[src/rtl/bus_arbiter_2to1.sv]
// bus_arbiter_2to1
//   Two-requester, one-responder arbiter for the core memory bus. Port 0 is
//   typically instruction fetch, port 1 the load/store unit. Requests are
//   arbitrated onto a single downstream request channel. In-order responses
//   are routed back to their issuer through a small routing FIFO of port ids.
//
// Ports
//   clk_i, rst_ni          clock, asynchronous active-low reset
//   mK_valid_i/ready_o     port K request handshake (K = 0, 1)
//   mK_addr_i/wdata_i      port K address / write data
//   mK_wmask_i             port K byte mask (all zero = read)
//   mK_rdata_o/rvalid_o    port K response (data broadcast, valid routed)
//   s_valid_o/ready_i      downstream request handshake
//   s_addr_o/wdata_o       downstream address / write data
//   s_wmask_o              downstream byte mask
//   s_rdata_i/rvalid_i     downstream response (one per accepted request)
//
// Configuration
//   BUS_ARB_FIXED_PRIO_EN  when defined, port 0 always wins contention and the
//                          round-robin priority pointer is removed.
module bus_arbiter_2to1 #(
  parameter int unsigned AddrWidth      = 64,
  parameter int unsigned DataWidth      = 64,
  parameter int unsigned MaxOutstanding = 4
) (
  input  logic                   clk_i,
  input  logic                   rst_ni,
  input  logic                   m0_valid_i,
  output logic                   m0_ready_o,
  input  logic [AddrWidth-1:0]   m0_addr_i,
  input  logic [DataWidth-1:0]   m0_wdata_i,
  input  logic [DataWidth/8-1:0] m0_wmask_i,
  output logic [DataWidth-1:0]   m0_rdata_o,
  output logic                   m0_rvalid_o,
  input  logic                   m1_valid_i,
  output logic                   m1_ready_o,
  input  logic [AddrWidth-1:0]   m1_addr_i,
  input  logic [DataWidth-1:0]   m1_wdata_i,
  input  logic [DataWidth/8-1:0] m1_wmask_i,
  output logic [DataWidth-1:0]   m1_rdata_o,
  output logic                   m1_rvalid_o,
  output logic                   s_valid_o,
  input  logic                   s_ready_i,
  output logic [AddrWidth-1:0]   s_addr_o,
  output logic [DataWidth-1:0]   s_wdata_o,
  output logic [DataWidth/8-1:0] s_wmask_o,
  input  logic [DataWidth-1:0]   s_rdata_i,
  input  logic                   s_rvalid_i
);

  localparam int unsigned PtrW = (MaxOutstanding > 1) ? $clog2(MaxOutstanding) : 1;
  localparam int unsigned CntW = MaxOutstanding + 1;

  typedef enum logic {
    ST_FREE   = 1'b0,
    ST_LOCKED = 1'b1
  } lock_state_e;

  lock_state_e               state_q, state_d;
  logic                      lock_port_q, lock_port_d;
  logic [MaxOutstanding-1:0] fifo_q, fifo_d;
  logic [PtrW-1:0]           wptr_q, wptr_d;
  logic [PtrW-1:0]           rptr_q, rptr_d;
  logic [CntW-1:0]           cnt_q, cnt_d;

`ifndef BUS_ARB_FIXED_PRIO_EN
  logic                      prio_q, prio_d;
`endif

  logic gnt;
  logic gnt_valid;
  logic s_valid;
  logic hs;
  logic push;
  logic pop;
  logic fifo_full;
  logic fifo_empty;
  logic head;

  assign fifo_full  = (cnt_q == CntW'(MaxOutstanding));
  assign fifo_empty = (cnt_q == '0);
  assign head       = fifo_q[rptr_q];

  // Grant selection: frozen while locked, otherwise single requester wins and
  // contention is resolved by the priority scheme.
  always_comb begin
    gnt = 1'b0;
    if (state_q == ST_LOCKED) begin
      gnt = lock_port_q;
    end else if (m0_valid_i && m1_valid_i) begin
`ifdef BUS_ARB_FIXED_PRIO_EN
      gnt = 1'b0;
`else
      gnt = prio_q;
`endif
    end else if (m1_valid_i) begin
      gnt = 1'b1;
    end
  end

  assign gnt_valid = gnt ? m1_valid_i : m0_valid_i;
  // rst_ni gates the request so outputs drop immediately on an async reset,
  // independent of whatever the requesters are still driving.
  assign s_valid   = rst_ni && gnt_valid && !fifo_full;
  assign hs        = s_valid && s_ready_i;
  assign push      = hs;
  assign pop       = s_rvalid_i && !fifo_empty;

  assign s_valid_o  = s_valid;
  assign s_addr_o   = gnt ? m1_addr_i  : m0_addr_i;
  assign s_wdata_o  = gnt ? m1_wdata_i : m0_wdata_i;
  assign s_wmask_o  = gnt ? m1_wmask_i : m0_wmask_i;
  assign m0_ready_o = hs && !gnt;
  assign m1_ready_o = hs && gnt;

  assign m0_rdata_o  = s_rdata_i;
  assign m1_rdata_o  = s_rdata_i;
  assign m0_rvalid_o = pop && !head;
  assign m1_rvalid_o = pop && head;

  // Lock state machine and routing FIFO next-state.
  always_comb begin
    state_d     = state_q;
    lock_port_d = lock_port_q;
    fifo_d      = fifo_q;
    wptr_d      = wptr_q;
    rptr_d      = rptr_q;
    cnt_d       = cnt_q;

    unique case (state_q)
      ST_FREE: begin
        if (s_valid && !s_ready_i) begin
          state_d     = ST_LOCKED;
          lock_port_d = gnt;
        end
      end
      ST_LOCKED: begin
        if (hs) begin
          state_d = ST_FREE;
        end
      end
      default: state_d = ST_FREE;
    endcase

    if (push) begin
      fifo_d[wptr_q] = gnt;
      wptr_d         = wptr_q + PtrW'(1);
    end
    if (pop) begin
      rptr_d = rptr_q + PtrW'(1);
    end
    unique case ({push, pop})
      2'b10:   cnt_d = cnt_q + CntW'(1);
      2'b01:   cnt_d = cnt_q - CntW'(1);
      default: cnt_d = cnt_q;
    endcase
  end

`ifndef BUS_ARB_FIXED_PRIO_EN
  assign prio_d = hs ? ~gnt : prio_q;

  always_ff @(posedge clk_i or negedge rst_ni) begin
    if (!rst_ni) begin
      prio_q <= 1'b0;
    end else begin
      prio_q <= prio_d;
    end
  end
`endif

  always_ff @(posedge clk_i or negedge rst_ni) begin
    if (!rst_ni) begin
      state_q     <= ST_FREE;
      lock_port_q <= 1'b0;
      fifo_q      <= '0;
      wptr_q      <= '0;
      rptr_q      <= '0;
      cnt_q       <= '0;
    end else begin
      state_q     <= state_d;
      lock_port_q <= lock_port_d;
      fifo_q      <= fifo_d;
      wptr_q      <= wptr_d;
      rptr_q      <= rptr_d;
      cnt_q       <= cnt_d;
    end
  end

`ifndef SYNTHESIS
  // A response with nothing outstanding is a downstream protocol error.
  rvalid_when_empty_a : assert property (
    @(posedge clk_i) disable iff (!rst_ni) !(s_rvalid_i && fifo_empty)
  );
`endif

endmodule

[config.mk]
export PLATFORM = sky130hd
export DESIGN_NAME = bus_arbiter_2to1
export DESIGN_NICKNAME = d
export VERILOG_FILES = /design/src/rtl/bus_arbiter_2to1.sv
export SDC_FILE = /design/constraint.sdc
export NUM_CORES = 1
export LEC_CHECK = 0
export BUFFER_PORTS_ARGS = -buffer_cell sky130_fd_sc_hd__buf_2
export CORE_AREA = 3 3 234 236
export DETAILED_ROUTE_END_ITERATION = 16
export DIE_AREA = 0 0 237 239
export PLACE_DENSITY = 0.38
export SLEW_MARGIN = 20
export SYNTH_ARGS = -nofsm -noshare
export SYNTH_HDL_FRONTEND = slang
export SYNTH_SLANG_ARGS = --single-unit
[constraint.sdc]
create_clock -name clk_i -period 3 [get_ports clk_i]
set_input_delay 0.3 -clock clk_i [delete_from_list [all_inputs] [get_ports clk_i]]
set_output_delay 0.3 -clock clk_i [all_outputs]
set_load 0.01 [all_outputs]
==> flow_summary.json <==
{
  "outcome": "finished, final reports clean",
  "endpoint_kind": "flip-flop",
  "fin_setup_tns_ns": 0,
  "coreArea_um2": 52700,
  "place_ws_ns": 0.252,
  "power_w": 0.00394,
  "grt_use_total": 0.0519,
  "io_pins": 611,
  "clk_pin_slew_ns": 0.05,
  "grt_use_met3": 0.0213,
  "clk_latency_ns": 0.25,
  "grt_pass1_wl_mm": 22.2,
  "peakVddDrop_v": 0.000512,
  "initial_core_util": 0.0678,
  "worstPathMaxFanout": 8,
  "finalCritPeriodShare": 0.913,
  "std_cell_rows": 84,
  "htreeDepth": 1,
  "cts_root_buf": "clkbuf_16",
  "path_class": "flip-flop to flip-flop",
  "syn_to_final_growth_pct": 57.3,
  "layout_commonest_cell": "buf_2",
  "fp.dieW_um": 237,
  "grt-ovfl-total": 0,
  "numPortBuffers": 418,
  "post_cts_buffers": 0,
  "numClockSinks": 16,
  "yosysSeqAreaShare": 0.112,
  "detail_route.vias_per_cell": 2.77,
  "finalSetupViolations": 0,
  "tightestPinTransition_ns": 0.534,
  "synth.distinct_cells": 38,
  "cts-buffers-inserted": 3,
  "yosysWarnings": 0,
  "antenna_found_initial": 1,
  "met1_usage": 0.0546,
  "hp-class": "input port to asynchronous set/reset pin",
  "postRouteAntennaNets": 0,
  "final_util": 0.107,
  "drt_pass1_iterations": 4,
  "wl_mm": 17.2,
  "reg2reg_slack_ns": 0.26,
  "power_density_nw_per_um2": 701,
  "chipHeight_um": 239,
  "ys_seq_elements": 16,
  "finalNetCount": 1000,
  "period_minus_slack_ns": 2.74,
  "grt_pass1_vias": 3676,
  "mostFrequentLayoutCells": "418 x buf_2, 123 x mux2_2, 18 x mux2_1",
  "syn_avg_cell_area_um2": 9.63,
  "rsz0062_at_grt": "no",
  "synthesis.area_um2": 3570,
  "dp_hpwl_mm": 15.6,
  "grt_max_degree": 77,
  "clock_skew_ns": 0.00161,
  "maxCapViolations": 0,
  "diodes": 0,
  "start_kind": "flip-flop",
  "first_iter_violations": 58,
  "globalplace.congestion": 0.781,
  "cts_resized": 0,
  "die_area_um2": 56600,
  "top_usage_layer": "met2",
  "vias": 3708,
  "slew_violations": 0,
  "wire_per_inst_um": 12.8,
  "cts_tree": "built",
  "hold_viol_final": 0,
  "critPathArrivalTime_ns": 2.87,
  "synth_fp_nets": 720,
  "max_freq_mhz": 365,
  "syn-instance-count": 371,
  "met2_usage": 0.0926,
  "p_leak_nw": 2.70,
  "max_slew_margin": 0.642,
  "clk_path_buf_depth": 2,
  "drcViolationCount": 0,
  "worstPathRequired_ns": 3.13,
  "cts_hold_buf": 0,
  "layout_setup_ws_ns": 0.260,
  "drive_gt1_frac": 0.862
}
-- Yosys cell counts, drive strengths merged --
| library cell | number | area, um2 |
|---|---|---|
| buf | 145 | 1050 |
| mux2 | 143 | 1620 |
| dfrtp | 16 | 400 |
| ha | 7 | 87.6 |
| inv | 5 | 18.8 |
| nand3 | 5 | 25.0 |
| nor3 | 5 | 30.0 |
| o21ai | 5 | 36.3 |
| xnor2 | 5 | 43.8 |
| a21oi | 4 | 23.8 |
| nand2 | 4 | 15.0 |
| xor2 | 4 | 35.0 |
| and2 | 3 | 18.8 |
| clkbuf | 2 | 7.51 |
| nor2 | 2 | 7.51 |
| o41ai | 2 | 17.5 |
| or4b | 2 | 23.8 |
| a211oi | 1 | 7.51 |
| and3 | 1 | 6.26 |
| mux4 | 1 | 22.5 |
| nand2b | 1 | 6.26 |
| nor3b | 1 | 7.51 |
| nor4 | 1 | 12.5 |
| o21a | 1 | 7.51 |
| o21ba | 1 | 10.0 |
| o21bai | 1 | 7.51 |
| o31ai | 1 | 12.5 |
| or3 | 1 | 6.26 |
| or3b | 1 | 8.76 |
-- critical path, cell delays in order (launching register included) --
cell	delay, ns
dfrtp_1	0.44
or3b_1	0.29
nand2_1	0.09
nor3_2	0.42
inv_1	0.13
ha_1	0.33
xor2_1	0.18
ha_1	0.22
a21oi_1	0.15
xor2_1	0.17
nor2_1	0.06
xor2_1	0.14
-- power by group --
group	switching (W)	internal, W	leakage [nW]
combinational	0.00156	0.00164	2.47
sequential	0.000125	0.000325	0.190
clock	0.0000889	0.000203	0.0442
-- stage by stage --
stage                     area [um2]  instances  hold WS (ns)
after floorplan                 3570        371       0.00441
after global placement          5530       1334         0.323
after global routing            5620       1338        0.0870
after CTS                       5620       1338        0.0639
after detailed placement        5530       1334         0.329
final                           5620       1338        0.0533
-- flip-flops by register name, summed over array words and instances (netlist names), named ones only --
register,count
wptr_q,2
cnt_q,5
prio_q,1
fifo_q,4
lock_port_q,1
rptr_q,2
-- path summary, 6_finish.rpt --
check / cells after the start / start / endpoint
hold reg to reg: 1 / rptr_q[1]$_DFFE_PN0P_ / rptr_q[1]$_DFFE_PN0P_
min in group clk_i: 2 / s_ready_i / lock_port_q$_DFFE_PN0P_
setup / recovery: 11 / flip-flop / cnt_q[2]$_DFFE_PN0P_
hold / removal: 2 / rst_ni / cnt_q[1]$_DFFE_PN0P_
max in group asynchronous: 2 / rst_ni / fifo_q[0]$_DFFE_PN0P_
setup reg to reg: 11 / flip-flop / cnt_q[2]$_DFFE_PN0P_
-- final cells by class --
cell class	instances	area, um2
Tap cell	688	861
Fill cell	6107	47000
Clock buffer	4	88.8
Sequential cell	16	400
Multi-Input combinational cell	203	2100
Inverter	5	18.8
Timing Repair Buffer	422	2150
-- cells by family after synthesis --
| family | Yosys count | share of synthesized area |
|---|---|---|
| buf+inv | 152 | 0.301 |
| compound gates | 16 | 0.0343 |
| xor+xnor | 9 | 0.0221 |
| flops | 16 | 0.112 |
| fa+ha+maj | 7 | 0.0245 |
| mux | 144 | 0.459 |
| simple gates | 27 | 0.0469 |
-- routing by layer --
metal	up-vias	routed length (um)
met5	-	0
met4	0	632
met3	53	2230
met2	327	8400
met1	1607	5910
li1	1721	-
(Power assumes the default switching activity.)
